[src/rtl/exec_result_queue.sv]
// Two-entry in-order result queue between execute and writeback, with a
// register-index lookup that lets decode forward from buffered results.
module exec_result_queue #(
  parameter int DATA_WIDTH = 32,
  parameter int DEPTH      = 2
) (
  input  logic                  clk,
  input  logic                  rst_n,
  input  logic                  inValid,
  output logic                  inReady,
  input  logic [DATA_WIDTH-1:0] inResult,
  input  logic [4:0]            inRd,
  input  logic                  inRegWrite,
  input  logic                  flush,
  output logic                  outValid,
  input  logic                  outReady,
  output logic [DATA_WIDTH-1:0] outResult,
  output logic [4:0]            outRd,
  output logic                  outRegWrite,
  input  logic [4:0]            fwdRd,
  output logic                  fwdHit,
  output logic [DATA_WIDTH-1:0] fwdData,
  output logic [1:0]            count
);

  logic                  head_reg, head_next;
  logic                  tail_reg, tail_next;
  logic [1:0]            count_reg, count_next;
  logic [DATA_WIDTH-1:0] result_reg [DEPTH];
  logic [4:0]            rd_reg     [DEPTH];
  logic                  wr_reg     [DEPTH];
  logic                  push;
  logic                  pop;
  logic                  young_idx;
  logic                  young_match;
  logic                  old_match;

  // Handshake flags come only from registered occupancy, never from outReady.
  assign inReady  = (count_reg != 2'd2);
  assign outValid = (count_reg != 2'd0);
  assign push     = inValid && inReady && !flush;
  assign pop      = outValid && outReady && !flush;
  assign count    = count_reg;

  always_comb begin
    head_next  = head_reg;
    tail_next  = tail_reg;
    count_next = count_reg;
    if (flush) begin
      head_next  = 1'b0;
      tail_next  = 1'b0;
      count_next = 2'd0;
    end else begin
      if (push) tail_next = ~tail_reg;
      if (pop)  head_next = ~head_reg;
      case ({push, pop})
        2'b10:   count_next = count_reg + 2'd1;
        2'b01:   count_next = count_reg - 2'd1;
        default: count_next = count_reg;
      endcase
    end
  end

  always_ff @(posedge clk or negedge rst_n) begin
    if (!rst_n) begin
      head_reg  <= 1'b0;
      tail_reg  <= 1'b0;
      count_reg <= 2'd0;
    end else begin
      head_reg  <= head_next;
      tail_reg  <= tail_next;
      count_reg <= count_next;
    end
  end

  generate
    for (genvar gi = 0; gi < DEPTH; gi++) begin : g_entry
      localparam logic SLOT = 1'(gi);
      always_ff @(posedge clk or negedge rst_n) begin
        if (!rst_n) begin
          result_reg[gi] <= '0;
          rd_reg[gi]     <= 5'd0;
          wr_reg[gi]     <= 1'b0;
        end else if (push && (tail_reg == SLOT)) begin
          result_reg[gi] <= inResult;
          rd_reg[gi]     <= inRd;
          wr_reg[gi]     <= inRegWrite && (inRd != 5'd0);
        end
      end
    end
  endgenerate

  assign outResult   = outValid ? result_reg[head_reg] : '0;
  assign outRd       = outValid ? rd_reg[head_reg]     : 5'd0;
  assign outRegWrite = outValid ? wr_reg[head_reg]     : 1'b0;

  // Youngest entry sits just behind the tail; the older one is the head only when full.
  assign young_idx   = ~tail_reg;
  assign young_match = (count_reg != 2'd0) && wr_reg[young_idx] &&
                       (rd_reg[young_idx] == fwdRd) && (fwdRd != 5'd0);
  assign old_match   = (count_reg == 2'd2) && wr_reg[head_reg] &&
                       (rd_reg[head_reg] == fwdRd) && (fwdRd != 5'd0);

  assign fwdHit  = young_match || old_match;
  assign fwdData = young_match ? result_reg[young_idx] :
                   old_match   ? result_reg[head_reg]  : '0;

endmodule
[config.mk]
export PLATFORM = sky130hd
export DESIGN_NAME = exec_result_queue
export DESIGN_NICKNAME = d
export VERILOG_FILES = /design/src/rtl/exec_result_queue.sv
export SDC_FILE = /design/constraint.sdc
export NUM_CORES = 1
export LEC_CHECK = 0
export BUFFER_PORTS_ARGS = -buffer_cell sky130_fd_sc_hd__buf_4
export CAP_MARGIN = 20
export CORE_MARGIN = 2
export CORE_UTILIZATION = 54
export CTS_CLUSTER_DIAMETER = 150
export CTS_CLUSTER_SIZE = 10
export DETAILED_ROUTE_END_ITERATION = 16
export PLACE_DENSITY = 0.81
export SYNTH_ARGS = -nofsm -noshare
export SYNTH_HDL_FRONTEND = slang
export SYNTH_SLANG_ARGS = --single-unit
[constraint.sdc]
create_clock -name clk -period 2.7 [get_ports clk]
set_input_delay 0.54 -clock clk [delete_from_list [all_inputs] [get_ports clk]]
set_output_delay 0.54 -clock clk [all_outputs]
set_load 0.01 [all_outputs]
==> results.toml, run 1 <==
[synthesis]
synth.most_common_cell = "mux2_2"
synth_flop_cell = "dfrtp_1"
syn_inst = 412
yosysUniqueCellTypes = 30
synth-edff-count = 0
ys_ff_latch = 80
syn_nets = 460
syn-cell-area_sq_um = 4820
yosysWarnings = 0
synthArstFlopShare_pct = 100
synth_top_area_share_pct = 41.5
ys_seq_area_share_pct = 41.5
syn_avg_cell_area_sq_um = 11.7
yosys-top-cells-area = "dfrtp_1 (42%), mux2_2 (23%), mux2i_1 (17%), and2_1 (3.4%), nand3_1 (2.4%)"
yosys.area.top_type = "dfrtp_1"
synth_commonest_cells = "mux2_2 (100), mux2i_1 (84), dfrtp_1 (80), and2_1 (26), nand3_1 (23)"

[timing]
worst_pin_slew_ps = 796
fmax_ghz = 0.344
post-route-min-period_ps = 2910
fin_crit_sh_pct = 108
setup_slack_ps = -208
finClkSkew_ps = 10.3
maxSlewViolCount = 0
whs_ps = 194
hold_viol = 0
rsz0062_at_grt = "yes"
slew_headroom_pct = 46.9
fin_tns_setup_ps = -4560
setup_viol = 33

[pwr]
p_int_mw = 2.88
p_clk_share_pct = 20.9
swShare_pct = 34.0
p_seq_share_pct = 41.6
leakagePower_nw = 3.06
powerDensity_nw_per_um2 = 663
peakVddDrop_mv = 0.420
switchingPower_mw = 1.48
fin_total_pwr_mw = 4.35
p_comb_share_pct = 37.5

[clock_tree]
cts_hold_buf = 0
clock_latency_ps = 370
clk_path_buf_depth = 2
cts-htree-levels = 3
cts_sinks = 80
cts_tree = "done"
clock_tree.root_cell = "clkbuf_8"
cts_buffers = 9
clkTransAtPathRegs_ps = 90

[setup_path]
cp.arrival_ps = 2370
endpoint = "fwdData[26]"
rrSetupSlack_ps = 770
critPathLaunch = "head_reg"
cp_max_fo = 5
worst-r2r-cell-count = 6
crit_path_start_kind = "flop"
cp-end-kind = "output pin"
r2r-start = "count[0]"
worstPathRequired_ps = 2160
critical_path_class = "flop to output pin"
timing.rr.end = "result_reg[52]"

[floorplanning]
die_h_um = 98.5
core-area_sq_um = 8680
die_w_um = 98.5
initial_core_util_pct = 55.6
die-area_sq_um = 9700
ios = 123
num_rows = 34

[final_layout]
layout.nets = 602
n_antenna_cell = 0
final_cell_area_sq_um = 6570
largest_reg_flops = 64
instances_no_fill = 667
areaGrowthSynthToFinish_pct = 36.2
drive_above_1_share_pct = 54.7

[status]
violations = "setup timing"
outcome = "complete, but fails checks"

[route]
via_per_inst = 5.82
drtIter0Drc = 232
drt_first_pass_iters = 4
num_vias = 3885
ant_nets = 0
routed_wl_um = 13200
wl_per_cell_um = 19.8
drc_errors = 0

[hold_path]
hp-class = "input port to asynchronous set/reset pin"

[place]
placement.cell_area_sq_um = 5940
dp_hpwl_um = 8420
dp.cells = 636
portBuffers = 122
place_congestion = 0.956

[grt]
grt_pass1_vias = 3971
antenna_found_initial = 0
grt_use_total_pct = 26.2
gr-total-overflow = 0
grt_max_degree = 50
grt_pass1_wl_um = 19900

[job]
drv_cap = 0
## worst max-delay path: stages (launching register included)
cell and delay [ps]:
dfrtp_2 440, buf_12 150, mux2i_2 160, a211o_1 300, buf_4 190, nor4_1 280, nand2_1 100, mux2i_2 210
buf_4 170
## cell type report
cell class | instances | area (sq um)
clock buffers | 9 | 124
clock inverters | 7 | 78.8
fillers | 587 | 2110
inverters | 2 | 7.51
multi-input cells | 303 | 2870
flip-flops and latches | 80 | 2000
well taps | 108 | 135
repair buffers | 158 | 1340
## cell families after synthesis
kind of cell,count (synthesis),share of synthesized area (%)
multiplexers,184,40.8
XOR/XNOR,12,2.18
AND/OR/NAND/NOR,100,11.4
buffers and inverters,29,3.14
AO/OA/AOI/OAI,7,0.934
flip-flops,80,41.5
## power groups by stage
stage | combinational (mW) | sequential, mW | clock (mW)
final | 1.63 | 1.81 | 0.911
after global routing | 1.74 | 1.85 | 0.977
after CTS | 1.53 | 1.79 | 0.909
after detailed placement | 1.38 | 1.80 | 0
after global placement | 1.33 | 1.77 | 0
after floorplan | 0.948 | 1.72 | 0
## routing by layer
| metal | wire, um | part of all wire (%) | up-vias | global-route usage, % |
|---|---|---|---|---|
| li1 | - | - | 1776 | - |
| met1 | 5290 | 40 | 1959 | 31.2 |
| met2 | 6900 | 52 | 123 | 46.4 |
| met3 | 678 | 5.1 | 27 | 4.75 |
| met4 | 333 | 2.5 | 0 | 11.3 |
| met5 | 0 | 0 | - | 0 |
## worst min-delay path by stage
stage	end	slack, ps	depth (start not counted)
6_report	rd_reg[4]	190	1
5_1_grt	result_reg[29]	230	1
4_1_cts	result_reg[29]	210	1
3_5_place_dp	wr_reg[0]	510	2
3_3_place_gp	result_reg[3]	500	1
2_1_floorplan	count[0]	240	0
## through the flow
step                setup slack, ps  utilization (%)
global route                   -251             75.6
CTS                            -191             73.9
global placement                163             68.4
finish                         -208             75.6
floorplan                       245                -
detailed placement              140             68.4
## layout by cell type (no fill, tap or decap), types with 2 or more instances in the layout
cell type,netlist,routed
buf_4,2,146
mux2_2,100,100
dfrtp_1,80,78
mux2i_1,84,74
and2_1,26,26
nor2_1,20,19
nand3_1,23,17
nand2_1,10,9
clkbuf_8,0,9
nand3_2,0,6
mux2i_2,0,5
mux2i_4,0,5
xnor2_1,8,4
nand4_1,4,4
buf_16,0,4
xnor2_2,0,3
xor2_1,4,3
nor4_2,0,3
clkinv_4,0,3
buf_12,0,3
nand2b_1,2,2
a211oi_1,2,2
inv_1,2,2
nor4_1,6,2
nand4b_1,2,2
o21ai_0,2,2
inv_6,0,2
dfrtp_2,0,2
buf_8,0,2
buf_6,3,2
## repair_timing
item	in CTS	in global routing
gates resized for setup	26	23
buffers inserted	8	3
cloned	4	1
pin swaps	3	3
endpoints found under the setup margin	33	42
No activity file was read; power rests on OpenSTA's default activity.
==> run 2: changes to the inputs <==
Settings changed: ABC_AREA set to 1, CORE_UTILIZATION 54 to 55.
==> run 2 against run 1 <==
Compared with the run above: the run still ends with setup timing left; utilization shrank 3.0 points; sequential power grew 17%; non-clock buffer count shrank 4; global-route usage grew 2.8 points; hold slack lost 190 ps; die area grew 7.5%; cell area grew 2.7%; routed wire length grew 17%; cell count grew 55%; clock power grew 16%; setup slack gained 170 ps; fmax grew 6.4%; critical path type unchanged; largest cell class unchanged.
==> results.toml, run 2 <==
[final_layout]
final_common_cell = "nand2_1"
n_antenna_cell = 0
instances_no_fill = 1032
areaGrowthSynthToFinish_pct = 27.3
final_util_pct = 72.6
layout.nets = 947
largest_reg_flops = 64
drive_above_1_share_pct = 24.1
final_cell_mix = "nand2_1 (228), o21ai_0 (145), buf_4 (141), inv_1 (123), dfrtp_1 (77)"
final_cell_area_sq_um = 6740

[synthesis]
yosys.area.top_type = "dfrtp_1"
synth_flop_cell = "dfrtp_1"
yosysUniqueCellTypes = 25
synth.most_common_cell = "nand2_1"
synthArstFlopShare_pct = 100
syn_inst = 784
syn_nets = 832
syn_avg_cell_area_sq_um = 6.75
yosysWarnings = 0
ys_seq_area_share_pct = 37.8
syn-cell-area_sq_um = 5290
synth_commonest_cells = "nand2_1 (234), o21ai_0 (145), inv_1 (124), dfrtp_1 (80), nor2_1 (47)"
ys_ff_latch = 80
yosys-top-cells-area = "dfrtp_1 (38%), nand2_1 (17%), o21ai_0 (14%), inv_1 (8.8%), nand3_2 (4.2%)"
synth_top_area_share_pct = 37.8
synth-edff-count = 0

[grt]
grt_pass1_wl_um = 24200
grt_use_total_pct = 29.0
grt_max_degree = 81
gr-total-overflow = 0
antenna_found_initial = 0
grt_pass1_vias = 5199

[setup_path]
path_buf_inv = 4
crit_path_start_kind = "flop"
cp-end-kind = "output pin"
worstPathRequired_ps = 2160
rrSetupSlack_ps = 890
cp_cell_sequence = "buf_12 -> inv_6 -> nand2_2 -> nand3_1 -> nand2_1 -> nor2_1 -> nand2_2 -> nor2_8 -> buf_12 -> nand3_1 -> nand2_1 -> buf_4"
cp.arrival_ps = 2190
r2r-start = "count[0]"
worst-r2r-cell-count = 9
critical_path_class = "flop to output pin"
cp_max_fo = 12
max_stage_delay_ps = 440
path_delay_family = "simple AND/OR/NAND/NOR gates"
crit_slowest_cell = "dfrtp_2"
cp_num_cells = 12
critPathLaunch = "head_reg"

[route]
num_vias = 5565
drtIter0Drc = 366
drc_errors = 0
via_per_inst = 5.39
routed_wl_um = 15500
wl_per_cell_um = 15.0
ant_nets = 0
drt_first_pass_iters = 5

[floorplanning]
initial_core_util_pct = 57.0
die-area_sq_um = 10400
num_rows = 35
die_h_um = 102
core-area_sq_um = 9280
ios = 123
die_w_um = 102

[status]
violations = "setup timing"
outcome = "complete, but fails checks"

[pwr]
p_clk_share_pct = 15.7
leakagePower_nw = 3.67
fin_total_pwr_mw = 6.77
swShare_pct = 45.1
peakVddDrop_mv = 0.588
p_seq_share_pct = 31.3
switchingPower_mw = 3.05
p_comb_share_pct = 53.0
p_int_mw = 3.72
powerDensity_nw_per_um2 = 1000

[timing]
setup_slack_ps = -34.5
worst_pin_slew_ps = 494
post-route-min-period_ps = 2730
hold_viol = 0
fin_crit_sh_pct = 101
whs_ps = 0.288
setup_viol = 7
maxSlewViolCount = 0
fmax_ghz = 0.366
slew_headroom_pct = 67.0
finClkSkew_ps = 14.4
fin_tns_setup_ps = -90.9

[clock_tree]
cts-htree-levels = 3
clk_path_buf_depth = 2
clkTransAtPathRegs_ps = 90
clock_latency_ps = 350
cts_sinks = 80
clock_tree.root_cell = "clkbuf_8"
cts_tree = "done"
cts_buffers = 9

[place]
portBuffers = 122
dp_hpwl_um = 9800
placement.cell_area_sq_um = 6290
post-place-ws_ps = 327
dp.cells = 1004
place_congestion = 0.872

[hold_path]
hp-class = "input port to asynchronous set/reset pin"

[job]
drv_cap = 0
run 2: changes by cell type in the layout (fill, tap and decap cells not counted), sizes merged, moves of 24 or more:
cell   previous run  this run
and2             26         0
inv               4       127
mux2            100         0
mux2i            84         0
nand2            10       240
nand3            23        47
nand4             4        34
nor2             20        52
o21ai             2       145
run 2: power groups by stage:
stage	Combinational, mW	Sequential [mW]	Clock, mW
6_report	3.59	2.12	1.06
5_1_grt	3.99	2.17	1.13
4_1_cts	3.37	2.11	1.07
3_5_place_dp	3.32	2.14	0
3_3_place_gp	3.21	2.11	0
2_1_floorplan	2.21	2.01	0
run 2: kinds of logic after synthesis:
kind of cell           Yosys count  synth area share [%]
buffers and inverters          176                  14.4
AO/OA/AOI/OAI                  152                  14.4
AND/OR/NAND/NOR                375                  33.2
XOR/XNOR                         1                 0.165
flip-flops                      80                  37.8
run 2: routing by layer:
metal	track usage, %	share of wire [%]
met3	3.21	6.8
met5	0	0
met2	48.5	49
met4	10.1	1.5
met1	39.4	42
run 2: worst paths after layout:
check                                       to
worst max-delay path               fwdData[28]
worst min-delay path                 rd_reg[5]
worst max register to register        count[1]
worst min register to register  result_reg[25]
max in group asynchronous             tail_reg
min in group clk                      head_reg
run 2: layout make-up:
| class | instances | area [sq um] |
|---|---|---|
| multi-input cells | 528 | 2570 |
| fillers | 751 | 2540 |
| flip-flops and latches | 80 | 2010 |
| repair buffers | 154 | 1290 |
| inverters | 126 | 480 |
| well taps | 129 | 161 |
| clock buffers | 10 | 128 |
| clock inverters | 5 | 104 |
run 2: timing repair:
item	CTS	global route
hold buffers	0	0
pin swaps	0	6
endpoints found under the setup margin	13	32
gates resized for setup	1	23
cloned	0	1
setup buffers	3	8
